### config.mk
export PLATFORM = sky130hd
export DESIGN_NAME = quad_encoder_gen_flat
export DESIGN_NICKNAME = d
export VERILOG_FILES = /design/src/rtl/quad_encoder_gen_pkg.sv /design/src/rtl/quad_encoder_gen_if.sv /design/src/rtl/quad_encoder_gen_step_timer.sv /design/src/rtl/quad_encoder_gen.sv /design/src/flat_wrapper.sv
export SDC_FILE = /design/constraint.sdc
export NUM_CORES = 1
export LEC_CHECK = 0
export CAP_MARGIN = 20
export CORE_MARGIN = 2
export CORE_UTILIZATION = 48
export CTS_CLUSTER_SIZE = 28
export DETAILED_ROUTE_END_ITERATION = 10
export PLACE_DENSITY_LB_ADDON = 0.1
export SYNTH_ARGS = -nofsm -noshare
export SYNTH_HDL_FRONTEND = slang
export SYNTH_SLANG_ARGS = --single-unit
export TNS_END_PERCENT = 100
### constraint.sdc
create_clock -name clk -period 12 [get_ports clk]
set_input_delay 2.4 -clock clk [delete_from_list [all_inputs] [get_ports clk]]
set_output_delay 2.4 -clock clk [all_outputs]
set_load 0.02 [all_outputs]
### src/rtl/quad_encoder_gen_pkg.sv
// Shared quadrature definitions for the encoder emulator and the turret decoder side.
// Latency: n/a (types, constants and a pure next-state function only).
// Backpressure: n/a.
// Contents: quad_state_t ({A,B} encoding), quad_next() sequence stepping,
//           DEFAULT_TICKS_PER_REV and the position/revolution word width.
package botassium_pkg;

    localparam int DEFAULT_TICKS_PER_REV = 1024;
    localparam int POS_W                 = 16;

    // Encoding is literally {A,B}, so the state bits drive codeA/codeB directly.
    typedef enum logic [1:0] {
        Q00 = 2'b00,
        Q10 = 2'b10,
        Q11 = 2'b11,
        Q01 = 2'b01
    } quad_state_t;

    // One position along the Gray sequence; rev=0 forward (A leads), rev=1 reverse.
    function automatic quad_state_t quad_next(input quad_state_t q, input logic rev);
        quad_state_t n;
        n = Q00;
        if (!rev) begin
            case (q)
                Q00:     n = Q10;
                Q10:     n = Q11;
                Q11:     n = Q01;
                default: n = Q00;
            endcase
        end else begin
            case (q)
                Q00:     n = Q01;
                Q01:     n = Q11;
                Q11:     n = Q10;
                default: n = Q00;
            endcase
        end
        return n;
    endfunction

endpackage

### src/rtl/quad_encoder_gen_if.sv
// Command/status bundle between the encoder emulator and whoever drives it.
// Latency: n/a (wires only).
// Backpressure: none; commands are levels, status is free-running.
// master: drives enable/period/dir, observes codeA/codeB/Opto/step/position/rev_count.
// slave : the generator, the reverse of master.
interface quad_encoder_gen_if
    import botassium_pkg::*;
#(
    parameter int DIV_W = 16
);
    logic             enable;
    logic [DIV_W-1:0] period;
    logic             dir;
    logic             codeA;
    logic             codeB;
    logic             Opto;
    logic             step;
    logic [POS_W-1:0] position;
    logic [POS_W-1:0] rev_count;

    modport master (
        output enable, period, dir,
        input  codeA, codeB, Opto, step, position, rev_count
    );

    modport slave (
        input  enable, period, dir,
        output codeA, codeB, Opto, step, position, rev_count
    );
endinterface

### src/rtl/quad_encoder_gen_step_timer.sv
// Step timer: counts clocks per quadrature state and strobes tick on the last one.
// Latency: tick is combinational in the cycle the timer sits at P-1.
// Backpressure: none; enable_i=0 or period_i=0 clears the count and suppresses tick at once.
// Ports: clk, reset_n (async, active-low), enable_i, period_i[DIV_W], tick_o.
module quad_step_timer #(
    parameter int DIV_W      = 16,
    parameter int MIN_PERIOD = 4
) (
    input  logic             clk,
    input  logic             reset_n,
    input  logic             enable_i,
    input  logic [DIV_W-1:0] period_i,
    output logic             tick_o
);

    localparam logic [DIV_W-1:0] MIN_P = DIV_W'(MIN_PERIOD);

    logic [DIV_W-1:0] timer_q, timer_d;
    logic [DIV_W-1:0] per_q, per_d;
    logic [DIV_W-1:0] per_clamped;
    logic             run;

    always_comb begin
        run         = enable_i && (period_i != '0);
        per_clamped = (period_i < MIN_P) ? MIN_P : period_i;
        // The period is latched on the first count of each interval and held,
        // so a change on period_i never shortens an interval already running.
        per_d       = (timer_q == '0) ? per_clamped : per_q;
        tick_o      = run && (timer_q == (per_d - DIV_W'(1)));
        timer_d     = timer_q;
        if (!run || tick_o) begin
            timer_d = '0;
        end else begin
            timer_d = timer_q + DIV_W'(1);
        end
    end

    always_ff @(posedge clk or negedge reset_n) begin
        if (!reset_n) begin
            timer_q <= '0;
            per_q   <= MIN_P;
        end else begin
            timer_q <= timer_d;
            per_q   <= per_d;
        end
    end

endmodule

### src/rtl/quad_encoder_gen.sv
// Quadrature encoder emulator: codeA/codeB, once-per-rev Opto index, position and rev count.
// Latency: outputs and step change 1 clock after the timer's terminal count.
// Backpressure: none; enable=0 or period=0 freezes all state with the timer cleared.
// Ports: clk, reset_n (async, active-low), bus (quad_encoder_gen_if.slave).
module quad_encoder_gen
    import botassium_pkg::*;
#(
    parameter int TICKS_PER_REV = DEFAULT_TICKS_PER_REV,
    parameter int DIV_W         = 16,
    parameter int MIN_PERIOD    = 4
) (
    input  logic                clk,
    input  logic                reset_n,
    quad_encoder_gen_if.slave   bus
);

    localparam logic [POS_W-1:0] LAST_POS = POS_W'(TICKS_PER_REV - 1);

    logic             tick;
    quad_state_t      q_q;
    logic [1:0]       q_bits;
    logic             step_q;
    logic             opto_q;
    logic [POS_W-1:0] pos_q;
    logic [POS_W-1:0] rev_q;

    quad_step_timer #(
        .DIV_W      (DIV_W),
        .MIN_PERIOD (MIN_PERIOD)
    ) u_timer (
        .clk      (clk),
        .reset_n  (reset_n),
        .enable_i (bus.enable),
        .period_i (bus.period),
        .tick_o   (tick)
    );

    // Sequencer, position, revolution and index all advance on the same tick.
    // Position counts A rising edges only: 00->10 forward, 01->11 reverse.
    always_ff @(posedge clk or negedge reset_n) begin
        if (!reset_n) begin
            q_q    <= Q00;
            step_q <= 1'b0;
            opto_q <= 1'b0;
            pos_q  <= '0;
            rev_q  <= '0;
        end else begin
            step_q <= tick;
            if (tick) begin
                q_q    <= quad_next(q_q, bus.dir);
                // Index lasts exactly one state interval unless re-armed below.
                opto_q <= 1'b0;
                if (!bus.dir && (q_q == Q00)) begin
                    if (pos_q == LAST_POS) begin
                        pos_q  <= '0;
                        rev_q  <= rev_q + POS_W'(1);
                        opto_q <= 1'b1;
                    end else begin
                        pos_q <= pos_q + POS_W'(1);
                    end
                end else if (bus.dir && (q_q == Q01)) begin
                    if (pos_q == '0) begin
                        pos_q <= LAST_POS;
                        rev_q <= rev_q - POS_W'(1);
                    end else begin
                        pos_q <= pos_q - POS_W'(1);
                        // Arriving at 0 from above also marks the index.
                        if (pos_q == POS_W'(1)) begin
                            opto_q <= 1'b1;
                        end
                    end
                end
            end
        end
    end

    assign q_bits        = q_q;
    assign bus.codeA     = q_bits[1];
    assign bus.codeB     = q_bits[0];
    assign bus.Opto      = opto_q;
    assign bus.step      = step_q;
    assign bus.position  = pos_q;
    assign bus.rev_count = rev_q;

endmodule

### src/flat_wrapper.sv
// flat-port wrapper written by rule: the top's interface ports become plain ports
module quad_encoder_gen_flat import botassium_pkg::*;
#(
    parameter int TICKS_PER_REV = DEFAULT_TICKS_PER_REV,
    parameter int DIV_W         = 16,
    parameter int MIN_PERIOD    = 4
)
  (clk, reset_n, bus_enable, bus_period, bus_dir, bus_codeA, bus_codeB, bus_Opto, bus_step, bus_position, bus_rev_count);
  quad_encoder_gen_if #(.DIV_W(DIV_W)) bus_i ();
  input  logic clk;
  input  logic reset_n;
  input wire logic [$bits(bus_i.enable)-1:0] bus_enable;
  input wire logic [$bits(bus_i.period)-1:0] bus_period;
  input wire logic [$bits(bus_i.dir)-1:0] bus_dir;
  output wire logic [$bits(bus_i.codeA)-1:0] bus_codeA;
  output wire logic [$bits(bus_i.codeB)-1:0] bus_codeB;
  output wire logic [$bits(bus_i.Opto)-1:0] bus_Opto;
  output wire logic [$bits(bus_i.step)-1:0] bus_step;
  output wire logic [$bits(bus_i.position)-1:0] bus_position;
  output wire logic [$bits(bus_i.rev_count)-1:0] bus_rev_count;
  assign bus_i.enable = bus_enable;
  assign bus_i.period = bus_period;
  assign bus_i.dir = bus_dir;
  assign bus_codeA = bus_i.codeA;
  assign bus_codeB = bus_i.codeB;
  assign bus_Opto = bus_i.Opto;
  assign bus_step = bus_i.step;
  assign bus_position = bus_i.position;
  assign bus_rev_count = bus_i.rev_count;
  quad_encoder_gen #(.TICKS_PER_REV(TICKS_PER_REV), .DIV_W(DIV_W), .MIN_PERIOD(MIN_PERIOD)) u_core (.clk(clk), .reset_n(reset_n), .bus(bus_i));
endmodule
==> impl_metrics.ini, run 1 <==
[timing]
rsz0062_at_grt = false
maxSlewViolCount = 0
min_period_over_period = 0.612
setup_tns_ps = 0
fmax_ghz = 0.136
layout_min_cycle_time_ps = 7350
slew_headroom = 0.329
whs_ps = 488
hold_violations = 0
clock_skew_ps = 7.43
setup_violations = 0
tightest_slew_ps = 998

[cts]
cts_resized = 0
cts-root-buf = clkbuf_8
cts-hold-fix-buffers = 0
clk_latency_ps = 360
cts_max_path_buffers = 2
cts.sinks = 68
clk_pin_slew_worst_paths_ps = 70
ctsHtreeMaxLevel = 3
post_cts_buffers = 0
numCtsBuffers = 9
cts_tree = built

[detailed_routing]
first_pass_iters = 5
wl_met1_um = 5570
drc = 0
initialDrtViolationCount = 244
dr_wl_met3_um = 648
wl_per_cell_um = 16.4
routed_wirelength_um = 12200
wl_met2_um = 5830
viasPerCell = 5.83
detail-route-antenna-nets = 0
num_vias = 4342
top_layer_used = met4

[global_route]
grt_max_degree = 69
grtUsageTotal = 0.233
grt_pass1_vias = 4304
overflow = 0
grt_pass1_wl_um = 20700
antenna_found_initial = 0

[die]
pin_count = 56
die_h_um = 106
num_rows = 37
die_area_um2 = 11200
start_util = 0.487
fp.dieW_um = 106
core_area_um2 = 10200

[finish]
fillers = 960
drive_gt1_frac = 0.0870
finalInstanceArea_um2 = 5780
antenna_cells = 0
syn2layout_area_growth_pct = 16.6
nets = 646

[setup_path]
required_ps = 12240
rr_endpoint = u_core.bus.rev_count[7]$_DFFE_PN0P_
worst_setup_path_end_kind = register
cp-startpoint = bus_period[9]
cp-start-kind = input port
worstSetupPathType = input port to register
r2r-start = u_core.u_timer.timer_q[0]$_DFF_PN0_
worstPathMaxFanout = 15
crit_end = u_core.bus.rev_count[7]$_DFFE_PN0P_
arrival_ps = 7590
regToRegSetupSlack_ps = 6660
ff2ff_path_depth = 15

[synthesis]
synth_edf_count = 0
synthFlopType = dfrtp_1
yosysSeqAreaShare = 0.344
ys_warn_count = 0
syn_area_per_cell_um2 = 8.88
syn_nets = 600
syn_area_um2 = 4960
ys_async_sr_fraction = 1.00
ys_types = 59
ys_ff_latch = 68
synth_cells = 558

[power_and_ir_drop]
irDropWorstVdd_mv = 0.0960
p_leak_nw = 2.54
p_per_area_nw_per_um2 = 99.7

[placed_design]
gp_congestion = 0.896
dp.final_hpwl_um = 8640
placed_cell_area_um2 = 5560
portBuffers = 55

[run_status]
status = completed

[hold_path]
holdPathStages = 1
min_path_type = register to register

[run]
drv_cap = 0
## state kept, by name, indices dropped and copies added, names as in the netlist
register,flops
u_core.bus.position,16
u_core.u_timer.timer_q,16
u_core.bus.Opto,1
u_core.bus.rev_count,16
u_core.q_bits,2
u_core.bus.step,1
u_core.u_timer.per_q,16
## cell families after synthesis
family	Yosys count	share of synthesized area
muxes	31	0.0750
buffers and inverters	49	0.0465
DFF	68	0.344
xor gates and xnor gates	52	0.0919
adders and majority gates	22	0.0571
AOI/OAI and AO/OA	115	0.156
and+or+nand+nor	221	0.230
## worst max-delay path: stages
cell             delay (ps)
clkdlybuf4s50_1         500
nor3_1                  440
nand3_1                 210
nor3_1                  350
a2bb2oi_1               370
ha_1                    290
nand2_1                  80
or4_1                   450
a21oi_1                 250
mux2_2                  360
o21a_1                  190
or4_4                   570
or3_1                   700
mux2_4                  430
## report_power, final
part	internal, mW	switching (mW)
Sequential	0.242	0.0121
Clock	0.122	0.0888
Combinational	0.0468	0.0645
Total	0.411	0.165
## synthesized netlist by cell type, drive strengths merged, types with 14 or more instances
cell type / number / area [µm²]
dfrtp: 67 / 1680
nand2: 49 / 184
nor2: 49 / 184
nand3: 31 / 155
xnor2: 30 / 263
o21ai: 27 / 135
inv: 26 / 97.6
nor3: 25 / 125
xor2: 22 / 193
ha: 21 / 263
mux2: 19 / 248
a21oi: 17 / 85.1
clkbuf: 14 / 53.8
## cell type report
class / instances / area, µm² / share of cell area
multi-input combinational: 441 / 3020 / 0.523
inverter: 26 / 97.6 / 0.0169
clock inverter: 5 / 75.1 / 0.0130
sequential: 68 / 1700 / 0.295
tap: 136 / 170 / 0.0294
timing repair buffer: 58 / 568 / 0.0983
clock buffer: 11 / 141 / 0.0245
## cells in the final DEF (no fill, tap or decap), drive strengths merged, types with 6 or more instances in the layout
cell / count
and3: 10
clkdlybuf4s50: 54
nor4: 9
a21oi: 17
xor2: 22
a21o: 6
nand3: 31
o22a: 6
nor2: 49
ha: 21
inv: 26
nor3: 25
o21ai: 27
dfrtp: 67
o31ai: 10
clkbuf: 11
or4: 12
xnor2: 30
nand2: 49
a211oi: 6
nand4: 9
or3: 9
mux2i: 12
mux2: 19
## layer usage
metal  track usage  vias to the layer above
met1         0.298                     2084
met3        0.0674                       13
met2         0.377                      118
li1              -                     2127
met4        0.0771                        0
met5             0                        -
## stage by stage
step	worst slack, ps	utilization	std cells	power [mW]
CTS	4670	0.567	745	0.583
global route	4380	0.567	745	0.610
detailed placement	4280	0.546	729	0.368
finish	4650	0.567	745	0.576
global placement	4370	0.546	729	0.368
floorplan	5350	-	558	0.335
## how the worst min path moves through the flow
| stage | start | to | slack [ps] |
|---|---|---|---|
| after floorplan | u_core.u_timer.per_q[15]$_DFF_PN0_ | u_core.u_timer.per_q[15]$_DFF_PN0_ | 460 |
| after CTS | u_core.bus.rev_count[15]$_DFFE_PN0P_ | u_core.bus.rev_count[15]$_DFFE_PN0P_ | 480 |
| after global routing | u_core.bus.rev_count[15]$_DFFE_PN0P_ | u_core.bus.rev_count[15]$_DFFE_PN0P_ | 490 |
| after detailed placement | u_core.bus.rev_count[15]$_DFFE_PN0P_ | u_core.bus.rev_count[15]$_DFFE_PN0P_ | 460 |
| final | u_core.bus.rev_count[15]$_DFFE_PN0P_ | u_core.bus.rev_count[15]$_DFFE_PN0P_ | 490 |
| after global placement | u_core.bus.rev_count[15]$_DFFE_PN0P_ | u_core.bus.rev_count[15]$_DFFE_PN0P_ | 490 |
Power figures use the tool's default switching activity.
==> run 2: changes to the inputs <==
- clock period: 12 -> 7.2 ns (I/O delays scaled with it)
==> impl_metrics.ini, run 2 (same netlist as run 1, synthesis figures left out) <==
[run_status]
status = completed

[die]
pin_count = 56
core_area_um2 = 10200
fp.dieW_um = 106
die_area_um2 = 11200
die_h_um = 106
start_util = 0.487
num_rows = 37

[detailed_routing]
drc = 0
initialDrtViolationCount = 295
detail-route-antenna-nets = 0
viasPerCell = 5.76
num_vias = 4306
routed_wirelength_um = 12000
first_pass_iters = 5
wl_per_cell_um = 16.1

[setup_path]
path_delay_family = simple AND/OR/NAND/NOR gates
ff2ff_path_depth = 15
arrival_ps = 6710
r2r-start = u_core.u_timer.timer_q[0]$_DFF_PN0_
path_common_cell = nor3_1
cp-start-kind = input port
cp_num_buf_inv = 1
crit_cells = 14
worstPathMaxFanout = 15
crit_slowest_cell = or3_1
worst_setup_path_end_kind = register
regToRegSetupSlack_ps = 1880
crit_end = u_core.bus.rev_count[8]$_DFFE_PN0P_
worstSetupPathType = input port to register
crit_chain = clkdlybuf4s50_1 > nor3_1 > nand3_1 > nor3_1 > a2bb2oi_1 > ha_1 > nand2_1 > or4_1 > a21oi_1 > mux2_2 > o21a_1 > or4_4 > or3_1 > mux2_4
rr_endpoint = u_core.bus.rev_count[8]$_DFFE_PN0P_
cp_slowest_stage_delay_ps = 680
cp-startpoint = bus_period[9]
required_ps = 7440

[cts]
clk_pin_slew_worst_paths_ps = 70
post_cts_buffers = 0
cts_tree = built
cts.sinks = 68
clk_latency_ps = 360
cts-hold-fix-buffers = 0
ctsHtreeMaxLevel = 3
numCtsBuffers = 9
cts_resized = 0
cts-root-buf = clkbuf_8
cts_max_path_buffers = 2

[global_route]
grt_pass1_wl_um = 20200
grtUsageTotal = 0.225
overflow = 0
grt_max_degree = 69
antenna_found_initial = 0
grt_pass1_vias = 4086

[timing]
tightest_slew_ps = 884
maxSlewViolCount = 0
postLayoutSetupSlackWorst_ps = 731
hold_violations = 0
setup_violations = 0
slew_headroom = 0.411
setup_tns_ps = 0
whs_ps = 491
layout_min_cycle_time_ps = 6470
fmax_ghz = 0.155
rsz0062_at_grt = false
min_period_over_period = 0.898
clock_skew_ps = 8.06

[power_and_ir_drop]
irDropWorstVdd_mv = 0.152
p_per_area_nw_per_um2 = 173
p_leak_nw = 2.57

[finish]
multi_input_area_um2 = 3020
final_cell_mix = 67 x dfrtp_1, 54 x clkdlybuf4s50_1, 49 x nor2_1, 49 x nand2_1, 31 x nand3_1
final_core_util = 0.572
seq_area_um2 = 1700
final_common_cell = dfrtp_1
drive_gt1_frac = 0.0900
syn2layout_area_growth_pct = 17.6
fillers = 914
antenna_cells = 0
nets = 648

[placed_design]
portBuffers = 55
dp.final_hpwl_um = 8460
pre_cts_slack_ps = 369
gp_congestion = 0.893

[hold_path]
min_path_type = register to register

[run]
drv_cap = 0
[run 2: how the worst min path moves through the flow]
stage	slack [ps]	start	end	cells after the start
4_1_cts	490	u_core.bus.rev_count[15]$_DFFE_PN0P_	u_core.bus.rev_count[15]$_DFFE_PN0P_	1
3_3_place_gp	480	u_core.bus.rev_count[15]$_DFFE_PN0P_	u_core.bus.rev_count[15]$_DFFE_PN0P_	1
2_1_floorplan	460	u_core.u_timer.per_q[15]$_DFF_PN0_	u_core.u_timer.per_q[15]$_DFF_PN0_	2
5_1_grt	500	u_core.bus.rev_count[15]$_DFFE_PN0P_	u_core.bus.rev_count[15]$_DFFE_PN0P_	1
3_5_place_dp	460	u_core.bus.rev_count[15]$_DFFE_PN0P_	u_core.bus.rev_count[15]$_DFFE_PN0P_	1
6_report	490	u_core.bus.rev_count[15]$_DFFE_PN0P_	u_core.bus.rev_count[15]$_DFFE_PN0P_	1
[run 2: area by class of cell]
| class | instances | share of cell area |
|---|---|---|
| flip-flops and latches | 68 | 0.292 |
| clock inverters | 4 | 0.0163 |
| clock buffers | 12 | 0.0266 |
| repair buffers | 60 | 0.100 |
| well taps | 136 | 0.0292 |
| inverters | 26 | 0.0167 |
| multi-input cells | 441 | 0.519 |
[run 2: routing by layer]
layer,up-vias,GRT usage,part of all wire
met2,119,0.363,0.47
li1,2126,-,-
met3,12,0.0649,0.056
met5,-,0,0
met4,0,0.0620,0.010
met1,2049,0.296,0.46
[run 2: through the flow]
step | cell area [µm²] | total power [mW] | std cells
floorplan | 4960 | 0.558 | 558
global placement | 5570 | 0.614 | 730
detailed placement | 5570 | 0.615 | 730
CTS | 5820 | 1.02 | 746
global route | 5830 | 1.06 | 747
finish | 5830 | 1.01 | 747
[run 2: power by group]
part	switching [mW]	internal, mW	total (mW)
Sequential	0.0203	0.404	0.424
Combinational	0.107	0.0787	0.186
Clock	0.148	0.249	0.396
Total	0.275	0.731	1.01
